### src/rtl/audio_pkg.sv
// Shared types for the I2S DAC transmitter: state encoding and the stereo frame layout.
// Latency: n/a (types and constants only).
// Backpressure: n/a.
package audio_pkg;

   // Default bits per channel sample, two's complement
   localparam int SAMPLE_W_DEFAULT = 16;

   // Transmit FSM; explicit encodings keep state values stable in waveforms and netlists
   typedef enum logic [1:0] {
      WAIT_LEFT = 2'd0,
      LEFT      = 2'd1,
      RIGHT     = 2'd2
   } tx_state_t;

   // One stereo frame as it travels from the mixer; left sits in the upper half
   typedef struct packed {
      logic [SAMPLE_W_DEFAULT-1:0] left;
      logic [SAMPLE_W_DEFAULT-1:0] right;
   } frame_t;

endpackage

### src/rtl/audio_frame_fifo.sv
// Synchronous frame FIFO with registered occupancy; full/empty decode from the level register.
// Latency: a pushed entry is poppable the cycle after the push; read data is combinational from the head.
// Backpressure: pushes while full and pops while empty are dropped internally.
module audio_frame_fifo #(
   parameter int WIDTH = 32,
   parameter int DEPTH = 4
) (
   input  logic                     i_clk,
   input  logic                     i_rst_n,
   input  logic                     i_push,
   input  logic [WIDTH-1:0]         i_push_dat,
   input  logic                     i_pop,
   output logic [WIDTH-1:0]         o_pop_dat,
   output logic                     o_full,
   output logic                     o_empty,
   output logic [$clog2(DEPTH):0]   o_level
);

   localparam int AW = $clog2(DEPTH);
   localparam int LW = AW + 1;

   logic [WIDTH-1:0] r_mem [DEPTH];
   logic [AW-1:0]    r_wr_ptr;
   logic [AW-1:0]    r_rd_ptr;
   logic [LW-1:0]    r_level;
   logic             w_push;
   logic             w_pop;

   assign o_full    = (r_level == LW'(DEPTH));
   assign o_empty   = (r_level == '0);
   assign o_level   = r_level;
   assign o_pop_dat = r_mem[r_rd_ptr];
   assign w_push    = i_push & ~o_full;
   assign w_pop     = i_pop & ~o_empty;

   // Pointer and occupancy bookkeeping; DEPTH is a power of two so pointers wrap naturally
   always_ff @(posedge i_clk) begin
      if (!i_rst_n) begin
         r_wr_ptr <= '0;
         r_rd_ptr <= '0;
         r_level  <= '0;
      end else begin
         if (w_push) r_wr_ptr <= r_wr_ptr + AW'(1);
         if (w_pop)  r_rd_ptr <= r_rd_ptr + AW'(1);
         case ({w_push, w_pop})
            2'b10:   r_level <= r_level + LW'(1);
            2'b01:   r_level <= r_level - LW'(1);
            default: r_level <= r_level;
         endcase
      end
   end

   // Storage array; contents need no reset because the pointers define what is valid
   always_ff @(posedge i_clk) begin
      if (w_push) r_mem[r_wr_ptr] <= i_push_dat;
   end

endmodule

### src/rtl/audio_i2s_dac_tx.sv
// I2S DAC transmitter: buffers stereo frames and shifts them out MSB-first against codec BCLK/DACLRCK.
// Latency: audio_DACDAT changes at most 3 clk_clk cycles after a BCLK falling pin edge.
// Backpressure: s_ready is registered and drops while the frame FIFO is full.
module audio_i2s_dac_tx
   import audio_pkg::*;
#(
   parameter int SAMPLE_W   = SAMPLE_W_DEFAULT,
   parameter int FIFO_DEPTH = 4
) (
   input  logic                          clk_clk,
   input  logic                          reset_reset_n,
   input  logic                          s_valid,
   output logic                          s_ready,
   input  logic [SAMPLE_W-1:0]           s_left,
   input  logic [SAMPLE_W-1:0]           s_right,
   input  logic                          audio_BCLK,
   input  logic                          audio_DACLRCK,
   output logic                          audio_DACDAT,
   output logic                          underflow,
   output logic [$clog2(FIFO_DEPTH):0]   fifo_level
);

   localparam int LW = $clog2(FIFO_DEPTH) + 1;
   localparam int CW = $clog2(SAMPLE_W + 1);
   localparam int FW = 2 * SAMPLE_W;

   // Synchroniser and edge-detect state
   logic                r_bclk_s1;
   logic                r_bclk_s2;
   logic                r_lrck_s1;
   logic                r_lrck_s2;
   logic                r_bclk_d;
   logic                r_lrck_prev;

   // Transmit state
   tx_state_t           r_state;
   logic [SAMPLE_W-1:0] r_shift;
   logic [SAMPLE_W-1:0] r_hold_right;
   logic [CW-1:0]       r_bit_cnt;
   logic                r_dacdat;
   logic                r_underflow;
   logic                r_s_ready;

   // Combinational decode
   logic                w_bfall;
   logic                w_lrck_chg;
   logic                w_left_start;
   logic                w_right_load;
   logic                w_push;
   logic                w_pop;
   logic [FW-1:0]       w_fifo_rd_dat;
   logic                w_fifo_full;
   logic                w_fifo_empty;
   logic [LW-1:0]       w_fifo_level;
   logic [LW-1:0]       w_level_nxt;

   assign w_bfall      = r_bclk_d & ~r_bclk_s2;
   assign w_lrck_chg   = w_bfall & (r_lrck_s2 != r_lrck_prev);
   // A falling LRCK starts a left word from idle or after a right word
   assign w_left_start = w_lrck_chg & ~r_lrck_s2 & ((r_state == WAIT_LEFT) | (r_state == RIGHT));
   assign w_right_load = w_lrck_chg &  r_lrck_s2 &  (r_state == LEFT);
   // An empty FIFO at left start means underflow; a same-cycle push is not bypassed
   assign w_pop        = w_left_start & ~w_fifo_empty;
   assign w_push       = s_valid & r_s_ready & ~w_fifo_full;

   assign s_ready      = r_s_ready;
   assign audio_DACDAT = r_dacdat;
   assign underflow    = r_underflow;
   assign fifo_level   = w_fifo_level;

   audio_frame_fifo #(
      .WIDTH (FW),
      .DEPTH (FIFO_DEPTH)
   ) u_fifo (
      .i_clk      (clk_clk),
      .i_rst_n    (reset_reset_n),
      .i_push     (w_push),
      .i_push_dat ({s_left, s_right}),
      .i_pop      (w_pop),
      .o_pop_dat  (w_fifo_rd_dat),
      .o_full     (w_fifo_full),
      .o_empty    (w_fifo_empty),
      .o_level    (w_fifo_level)
   );

   // Identical 2-flop chains keep BCLK/LRCK alignment; LRCK history only advances on BCLK falls
   always_ff @(posedge clk_clk) begin
      if (!reset_reset_n) begin
         r_bclk_s1   <= 1'b0;
         r_bclk_s2   <= 1'b0;
         r_lrck_s1   <= 1'b0;
         r_lrck_s2   <= 1'b0;
         r_bclk_d    <= 1'b0;
         r_lrck_prev <= 1'b0;
      end else begin
         r_bclk_s1 <= audio_BCLK;
         r_bclk_s2 <= r_bclk_s1;
         r_lrck_s1 <= audio_DACLRCK;
         r_lrck_s2 <= r_lrck_s1;
         r_bclk_d  <= r_bclk_s2;
         if (w_bfall) r_lrck_prev <= r_lrck_s2;
      end
   end

   // Channel FSM; idle ignores a rising LRCK so output always begins with a complete left word
   always_ff @(posedge clk_clk) begin
      if (!reset_reset_n) begin
         r_state <= WAIT_LEFT;
      end else if (w_left_start) begin
         r_state <= LEFT;
      end else if (w_right_load) begin
         r_state <= RIGHT;
      end
   end

   // Hold register keeps the popped right sample until LRCK rises
   always_ff @(posedge clk_clk) begin
      if (!reset_reset_n) begin
         r_hold_right <= '0;
      end else if (w_left_start) begin
         r_hold_right <= w_fifo_empty ? '0 : w_fifo_rd_dat[SAMPLE_W-1:0];
      end
   end

   // Shifter: the load fall is the I2S delay slot, then SAMPLE_W bits MSB-first, then zeros
   always_ff @(posedge clk_clk) begin
      if (!reset_reset_n) begin
         r_shift   <= '0;
         r_bit_cnt <= '0;
         r_dacdat  <= 1'b0;
      end else if (w_bfall) begin
         if (w_left_start) begin
            r_shift   <= w_fifo_empty ? '0 : w_fifo_rd_dat[FW-1:SAMPLE_W];
            r_bit_cnt <= CW'(SAMPLE_W);
         end else if (w_right_load) begin
            r_shift   <= r_hold_right;
            r_bit_cnt <= CW'(SAMPLE_W);
         end else if (r_bit_cnt != '0) begin
            r_dacdat  <= r_shift[SAMPLE_W-1];
            r_shift   <= {r_shift[SAMPLE_W-2:0], 1'b0};
            r_bit_cnt <= r_bit_cnt - CW'(1);
         end else begin
            r_dacdat  <= 1'b0;
         end
      end
   end

   // Underflow is a single-cycle flag raised by a left start that found the FIFO empty
   always_ff @(posedge clk_clk) begin
      if (!reset_reset_n) begin
         r_underflow <= 1'b0;
      end else begin
         r_underflow <= w_left_start & w_fifo_empty;
      end
   end

   // Occupancy after this cycle's push/pop, used to register s_ready one cycle ahead
   always_comb begin
      w_level_nxt = w_fifo_level;
      if (w_push & ~w_pop) begin
         w_level_nxt = w_fifo_level + LW'(1);
      end else if (~w_push & w_pop) begin
         w_level_nxt = w_fifo_level - LW'(1);
      end
   end

   // Registered ready: low throughout reset, high the first cycle after release
   always_ff @(posedge clk_clk) begin
      if (!reset_reset_n) begin
         r_s_ready <= 1'b0;
      end else begin
         r_s_ready <= (w_level_nxt != LW'(FIFO_DEPTH));
      end
   end

endmodule

### config.mk
export PLATFORM = sky130hd
export DESIGN_NAME = audio_i2s_dac_tx
export DESIGN_NICKNAME = d
export VERILOG_FILES = /design/src/rtl/audio_pkg.sv /design/src/rtl/audio_frame_fifo.sv /design/src/rtl/audio_i2s_dac_tx.sv
export SDC_FILE = /design/constraint.sdc
export NUM_CORES = 1
export LEC_CHECK = 0
export BUFFER_PORTS_ARGS = -buffer_cell sky130_fd_sc_hd__buf_2
export CORE_ASPECT_RATIO = 2
export CORE_UTILIZATION = 30
export CTS_BUF_LIST = sky130_fd_sc_hd__clkbuf_16
export DETAILED_ROUTE_END_ITERATION = 6
export SYNTH_ARGS = -nofsm -noshare
export SYNTH_HDL_FRONTEND = slang
export SYNTH_SLANG_ARGS = --single-unit
export TNS_END_PERCENT = 1
### constraint.sdc
create_clock -name clk_clk -period 2.9 [get_ports clk_clk]
set_clock_uncertainty 0.15 [all_clocks]
set_input_delay 0.29 -clock clk_clk [delete_from_list [all_inputs] [get_ports clk_clk]]
set_output_delay 0.29 -clock clk_clk [all_outputs]
set_load 0.03 [all_outputs]
After elaboration in Yosys (flattened, before gate mapping)
Memory sizes are Yosys's and may differ from the RTL's. A register that Yosys moved wholly into a read port is not among the register bits.
Index checks and enable logic that the tools add are counted.
{"block": "word_totals", "regBits": 55, "latchBits": 0, "mem_bits_rw": 128, "mem_bits_ro": 0, "in_bits": 37, "memories": 1}
{"block": "classes", "addsub": 5, "multipliers": 0, "n_div": 0, "magnitude_cmp": 0, "n_eq_ne": 7, "shift": 0, "mux": 18, "n_bitwise": 24, "n_reduce_logical": 9}
{"name": "u_fifo.r_mem", "words": 4, "word_bits": 32, "rd": 1, "rd_clocked_by_memory_dff": 1, "wr": 1, "line_no": "audio_frame_fifo.sv:22", "source": "logic [WIDTH-1:0] r_mem [DEPTH];"}
{"cell": "$mux 16", "n": 5}
{"cell": "$mux 5", "n": 3}
{"cell": "$and 1x1->1", "n": 14}
{"cell": "$not 1->1", "n": 9}
{"cell": "$mux 3", "n": 2}
{"cell": "$pmux 3 s2", "n": 1}
{"cell": "$mux 1", "n": 5}
{"cell": "$reduce_bool 5->1", "n": 1}
{"cell": "$sub 5x1->5 const B", "n": 1}
{"cell": "$add 2x1->2 const B", "n": 2}
{"cell": "$eq 2x1->1 const B", "n": 2}
{"cell": "$eq 2x2->1 const B", "n": 2}
{"cell": "$mux 2", "n": 2}
{"cell": "$reduce_bool 2->1", "n": 2}
{"cell": "$add 3x1->3 const B", "n": 1}
{"cell": "$eq 3x3->1 const B", "n": 1}
{"cell": "$logic_not 3->1", "n": 1}
{"cell": "$ne 3x3->1 const B", "n": 1}
{"cell": "$reduce_and 3->1", "n": 1}
{"cell": "$reduce_bool 3->1", "n": 1}
{"cell": "$sub 3x1->3 const B", "n": 1}
{"cell": "$logic_not 2->1", "n": 1}
{"cell": "$reduce_and 2->1", "n": 1}
{"cell": "$reduce_or 2->1", "n": 1}
{"cell": "2 further kinds", "n": 2}

Logic depth before layout (Yosys ltp)
{"block": "depth", "ltp_word": 10, "mapped_depth": 10}

Modules after synthesis
Synthesis repeated with hierarchy kept, for this count alone.
{"block": "hier_totals", "cells_unflattened": 473, "area_unflattened_um2": 7340.8}
{"module": "audio_frame_fifo", "instances": 1, "cells_each": 221, "area_each_um2": 5144.9, "seq_area_each_um2": 4023.9}
{"module": "audio_i2s_dac_tx", "instances": 1, "cells_each": 252, "area_each_um2": 2195.9, "seq_area_each_um2": 960.9}

Least setup slack after synthesis
No wires, ideal clock.
{"block": "synth_path", "path_kind": "register -> register", "from": "register u_fifo.r_level[0], in the netlist u_fifo.o_level[0]", "to": "memory u_fifo.r_mem[1][0], enable pin", "arrival_time_ps": 2312, "t_required_ps": 2358, "slack_ps": 46, "stages_incl_launch_ff": 5, "n_path_buf": 0, "synth_period_minus_slack_ps": 2854, "path_cell_list": "dfxtp_1 -> inv_1 -> ha_1 -> a21oi_1 -> and2_1"}
{"block": "synth_between", "elab_chain_cells": 6}
{"element": "start, declared", "line_no": "audio_frame_fifo.sv:25", "source": "logic [LW-1:0] r_level;"}
{"element": "start signal, assigned", "line_no": "audio_frame_fifo.sv:46", "source": "2'b10: r_level <= r_level + LW'(1);"}
{"element": "start signal, assigned", "line_no": "audio_frame_fifo.sv:47", "source": "2'b01: r_level <= r_level - LW'(1);"}
{"element": "start signal, assigned", "line_no": "audio_frame_fifo.sv:48", "source": "default: r_level <= r_level;"}
{"element": "$eq 3x3->1 (*)", "line_no": "audio_frame_fifo.sv:29", "source": "assign o_full = (r_level == LW'(DEPTH));"}
{"element": "$not 1->1 (*)", "line_no": "audio_frame_fifo.sv:33, audio_i2s_dac_tx.sv:64"}
{"element": "$and 1x1->1", "line_no": "audio_i2s_dac_tx.sv:64", "source": "assign w_push = s_valid & r_s_ready & ~w_fifo_full;"}
{"element": "$and 1x1->1 (*)", "line_no": "audio_frame_fifo.sv:33", "source": "assign w_push = i_push & ~o_full;"}
{"element": "$mux 1 (*)", "line_no": "audio_frame_fifo.sv:55", "source": "if (w_push) r_mem[r_wr_ptr] <= i_push_dat;"}
{"element": "$mux 1 (implied by the code) (*)", "line_no": "audio_frame_fifo.sv:55"}
{"element": "end, declared", "line_no": "audio_frame_fifo.sv:22"}
Mark *: on every way between the ends. The rest lies on a longest branch, timed or not.

Worst setup path in the final report
{"block": "layout_path", "from": "register u_fifo.r_level[0], in the netlist u_fifo.o_level[0]", "to": "memory u_fifo.r_mem[3][14], enable pin"}
Same word-level chain as after synthesis.

==> results by group <==
Outcome
  • Status: finished with violations
  • Violated checks: design-rule violations

Floorplan
  • FP Rows: 80
  • # IOs: between 40 and 50
  • Die area: about 25,000 sq um
  • Initial Util: 0.305
  • Die Wd: 112 microns
  • Placeable Area: between 20,000 and 25,000 sq um
  • Die height: about 220 microns

Placed design
  • Routability congestion estimate: approximately 0.78
  • DP Worst Slack: 0.622 ns
  • PortBufs: between 40 and 50
  • DP Wirelength: between 9000 and 10,000 microns
  • Placed inst area: roughly 7800 sq um
  • Number of placed instances, taps included: about 800

Final layout
  • Fin nets: 595
  • Inserted Diodes: 0
  • Area growth syn-to-layout: 19.5%
  • Post-route cell area: between 8000 and 9000 sq um
  • Most frequent cells in the layout: 128 x edfxtp_1, 56 x dfxtp_1, 42 x buf_2, 34 x dlygate4sd3_1, 32 x mux4_2
  • Share of layout cells above drive strength 1: 0.222
  • Final std cells w/o fill: around 850
  • Footprint of the multi-input gates: 2060 sq um
  • Fill count: between 2,000 and 2,500
  • Most common cell after layout, fill and taps aside: edfxtp_1
  • Register Area: ~5000 sq um

Drt
  • Initial drt markers: ~180
  • Pre-antenna DRT Iters: 6
  • DRC errors left: 2
  • Vias/cell: approximately 4.9
  • Via count: ~4,200
  • Drt total wl: 14,800 microns
  • WL/cell: approximately 17 microns
  • Post-DRT Antenna Nets: 0

Timing
  • Final min period: roughly 2.3 ns
  • RSZ-0062 raised after global routing: false
  • Worst slew pin tran: ~1.1 ns
  • Fin Setup TNS: 0 ns
  • Fin. Hold Viols: 0
  • PnR worst setup slack: 0.606 ns
  • Final Cycle Share: 0.791
  • F_max: ~0.44 GHz
  • Final setup vio count: 0
  • Rel. slew slack: 0.299
  • Pins Over Slew Limit: 0

Synthesis
  • Syn Nets: roughly 520
  • Seq cells post-synth: between 150 and 200
  • Post-synth top flop: edfxtp_1
  • Post-Syn Area per Cell: around 15 sq um
  • Post-Synthesis Cell Area: 7230 sq um
  • Ys Warns: 0
  • Part of the Yosys area used for sequential elements: 0.689
  • Ys async rst share: 0
  • Synth unique cells: 44
  • Mapped Cells: between 400 and 500
  • Number of synthesized flops with an enable pin: approximately 130

Clocking
  • Clk Tree Root Cell: clkbuf_16
  • Max Root-Sink Buffers: 2
  • CTS H-tree lvls: 4
  • Clock Sinks: about 190
  • CTS tree: yes
  • Clock transition at path regs: about 0.07 ns
  • CTS Buf Count: 17
  • Clk_lat worst skew: approximately 0.43 ns

Critical path
  • Most common cell type on the critical path: buf_4
  • Worst Setup End Kind: flop
  • CP max stage delay: between 0.4 and 0.5 ns
  • Crit path buf inv count: 3
  • WP data arrival: between 2 and 2.5 ns
  • Worst EP required: ~2.8 ns
  • Setup Crit Path Kind: flop to flop
  • CP startpoint kind: flop
  • Slowest cell on crit path: dfxtp_1
  • CP delay by family, top: buffers and inverters
  • Critical Path, Cell by Cell: inv_1, ha_1, a21oi_1, buf_4, and2_1, buf_4
  • CP Max Fanout: 32

GRT
  • GRT Resource Usage Total: 0.128
  • Largest net degree at the start of global routing: 36
  • Number of global-route vias before repair: between 4,000 and 5,000
  • GR Overflow Total: 0
  • First-pass GRT wire length: roughly 24,000 microns
  • Initial antenna violation count: 0

Pwr
  • Total power draw: ~5.2 mW
  • Max IR drop VDD: a little under 0.0003 V
  • Power Density: roughly 600 nW/um^2
  • Total leakage power: 2.83 nW

Worst hold path
  • Min-Delay Path Class: input pin to flop

Flow run
  • Max Cap Viol: 0
-- layer usage --
| layer | global-route usage | vias to the layer above | share of wire |
|---|---|---|---|
| met5 | 0 | - | 0 |
| met4 | 0.0571 | 0 | 0.016 |
| met3 | 0.0238 | 15 | 0.023 |
| met2 | 0.255 | 68 | 0.59 |
| met1 | 0.122 | 2113 | 0.37 |
| li1 | - | 1971 | - |
-- layout make-up --
cell class / count / share of cell area
clock inverters: 15 / 0.0145
well taps: 287 / 0.0415
repair buffers: 88 / 0.0756
flip-flops and latches: 185 / 0.577
clock buffers: 17 / 0.0492
inverters: 9 / 0.00391
multi-input cells: 248 / 0.238
-- stage by stage --
step / hold WS [ns] / utilization
CTS: 0.171 / 0.364
floorplan: 0.239 / -
detailed placement: 0.287 / 0.327
global route: 0.203 / 0.364
global placement: 0.284 / 0.327
finish: 0.186 / 0.364
-- worst paths after layout --
check	cells after the start	slack [ns]	end	from
setup / recovery	6	0.61	u_fifo.r_mem[3][14]$_DFFE_PP_	u_fifo.o_level[0]$_SDFFE_PN0P_
hold / removal	4	0.19	r_shift[5]$_SDFFE_PN0P_	reset_reset_n
setup reg to reg	6	0.61	u_fifo.r_mem[3][14]$_DFFE_PP_	u_fifo.o_level[0]$_SDFFE_PN0P_
hold reg to reg	1	0.29	r_lrck_s2$_SDFF_PN0_	r_lrck_s1$_SDFF_PN0_
-- tightest hold or removal path, stage by stage --
cell,delay (ns)
buf_2,0.10
buf_4,0.21
o21ai_2,0.08
a31oi_1,0.04
-- where the power goes --
part	total [mW]	internal (mW)	switching (mW)	leakage (nW)
Sequential	2.88	2.87	0.0157	1.62
Combinational	0.207	0.0928	0.114	0.941
Clock	2.16	1.18	0.978	0.261
-- logic make-up (layout without fill, tap and decap cells) --
family,Yosys count,after routing,share of synthesized area
compound gates,96,96,0.0858
mux,36,36,0.105
simple gates,99,99,0.0687
buf+inv,39,129,0.0259
flops,185,185,0.689
xor+xnor,8,8,0.00969
fa+ha+maj,9,9,0.0156
-- cells in the mapped netlist, types with 2 or more instances --
master,count,share of area
edfxtp_1,128,0.53
dfxtp_1,57,0.16
mux4_2,32,0.10
nor2_1,30,0.016
nand2_1,22,0.011
o21ai_0,20,0.014
nand3_1,18,0.012
a22oi_1,17,0.018
a31oi_1,16,0.014
a21o_1,15,0.016
clkbuf_1,14,0.0073
o21ai_1,12,0.0083
buf_2,11,0.0076
and2_1,9,0.0078
ha_1,9,0.016
inv_1,9,0.0047
a21oi_1,7,0.0048
xor2_1,5,0.0061
mux2i_1,4,0.0055
buf_6,3,0.0047
nand2b_1,3,0.0026
nor3_1,3,0.0021
xnor2_1,3,0.0036
a211oi_1,2,0.0021
nand4_1,2,0.0017
nor2b_1,2,0.0017
o21ai_2,2,0.0024
-- sequential cells by signal, indices dropped and copies added, names as in the netlist, named ones only --
register         cells
audio_DACDAT         1
r_bclk_d             1
r_bclk_s1            1
r_bclk_s2            1
r_bit_cnt            5
r_hold_right        16
r_lrck_prev          1
r_lrck_s1            1
r_lrck_s2            1
r_shift             16
r_state              2
s_ready              1
u_fifo.o_level       3
u_fifo.r_mem       128
u_fifo.r_rd_ptr      2
u_fifo.r_wr_ptr      2
underflow            1
-- timing repair --
action	CTS	global route
hold buffers	34	0
gates resized for setup	0	0
hold endpoints to repair	130	0
setup buffers	0	0
No activity file was read; power rests on OpenSTA's default activity.
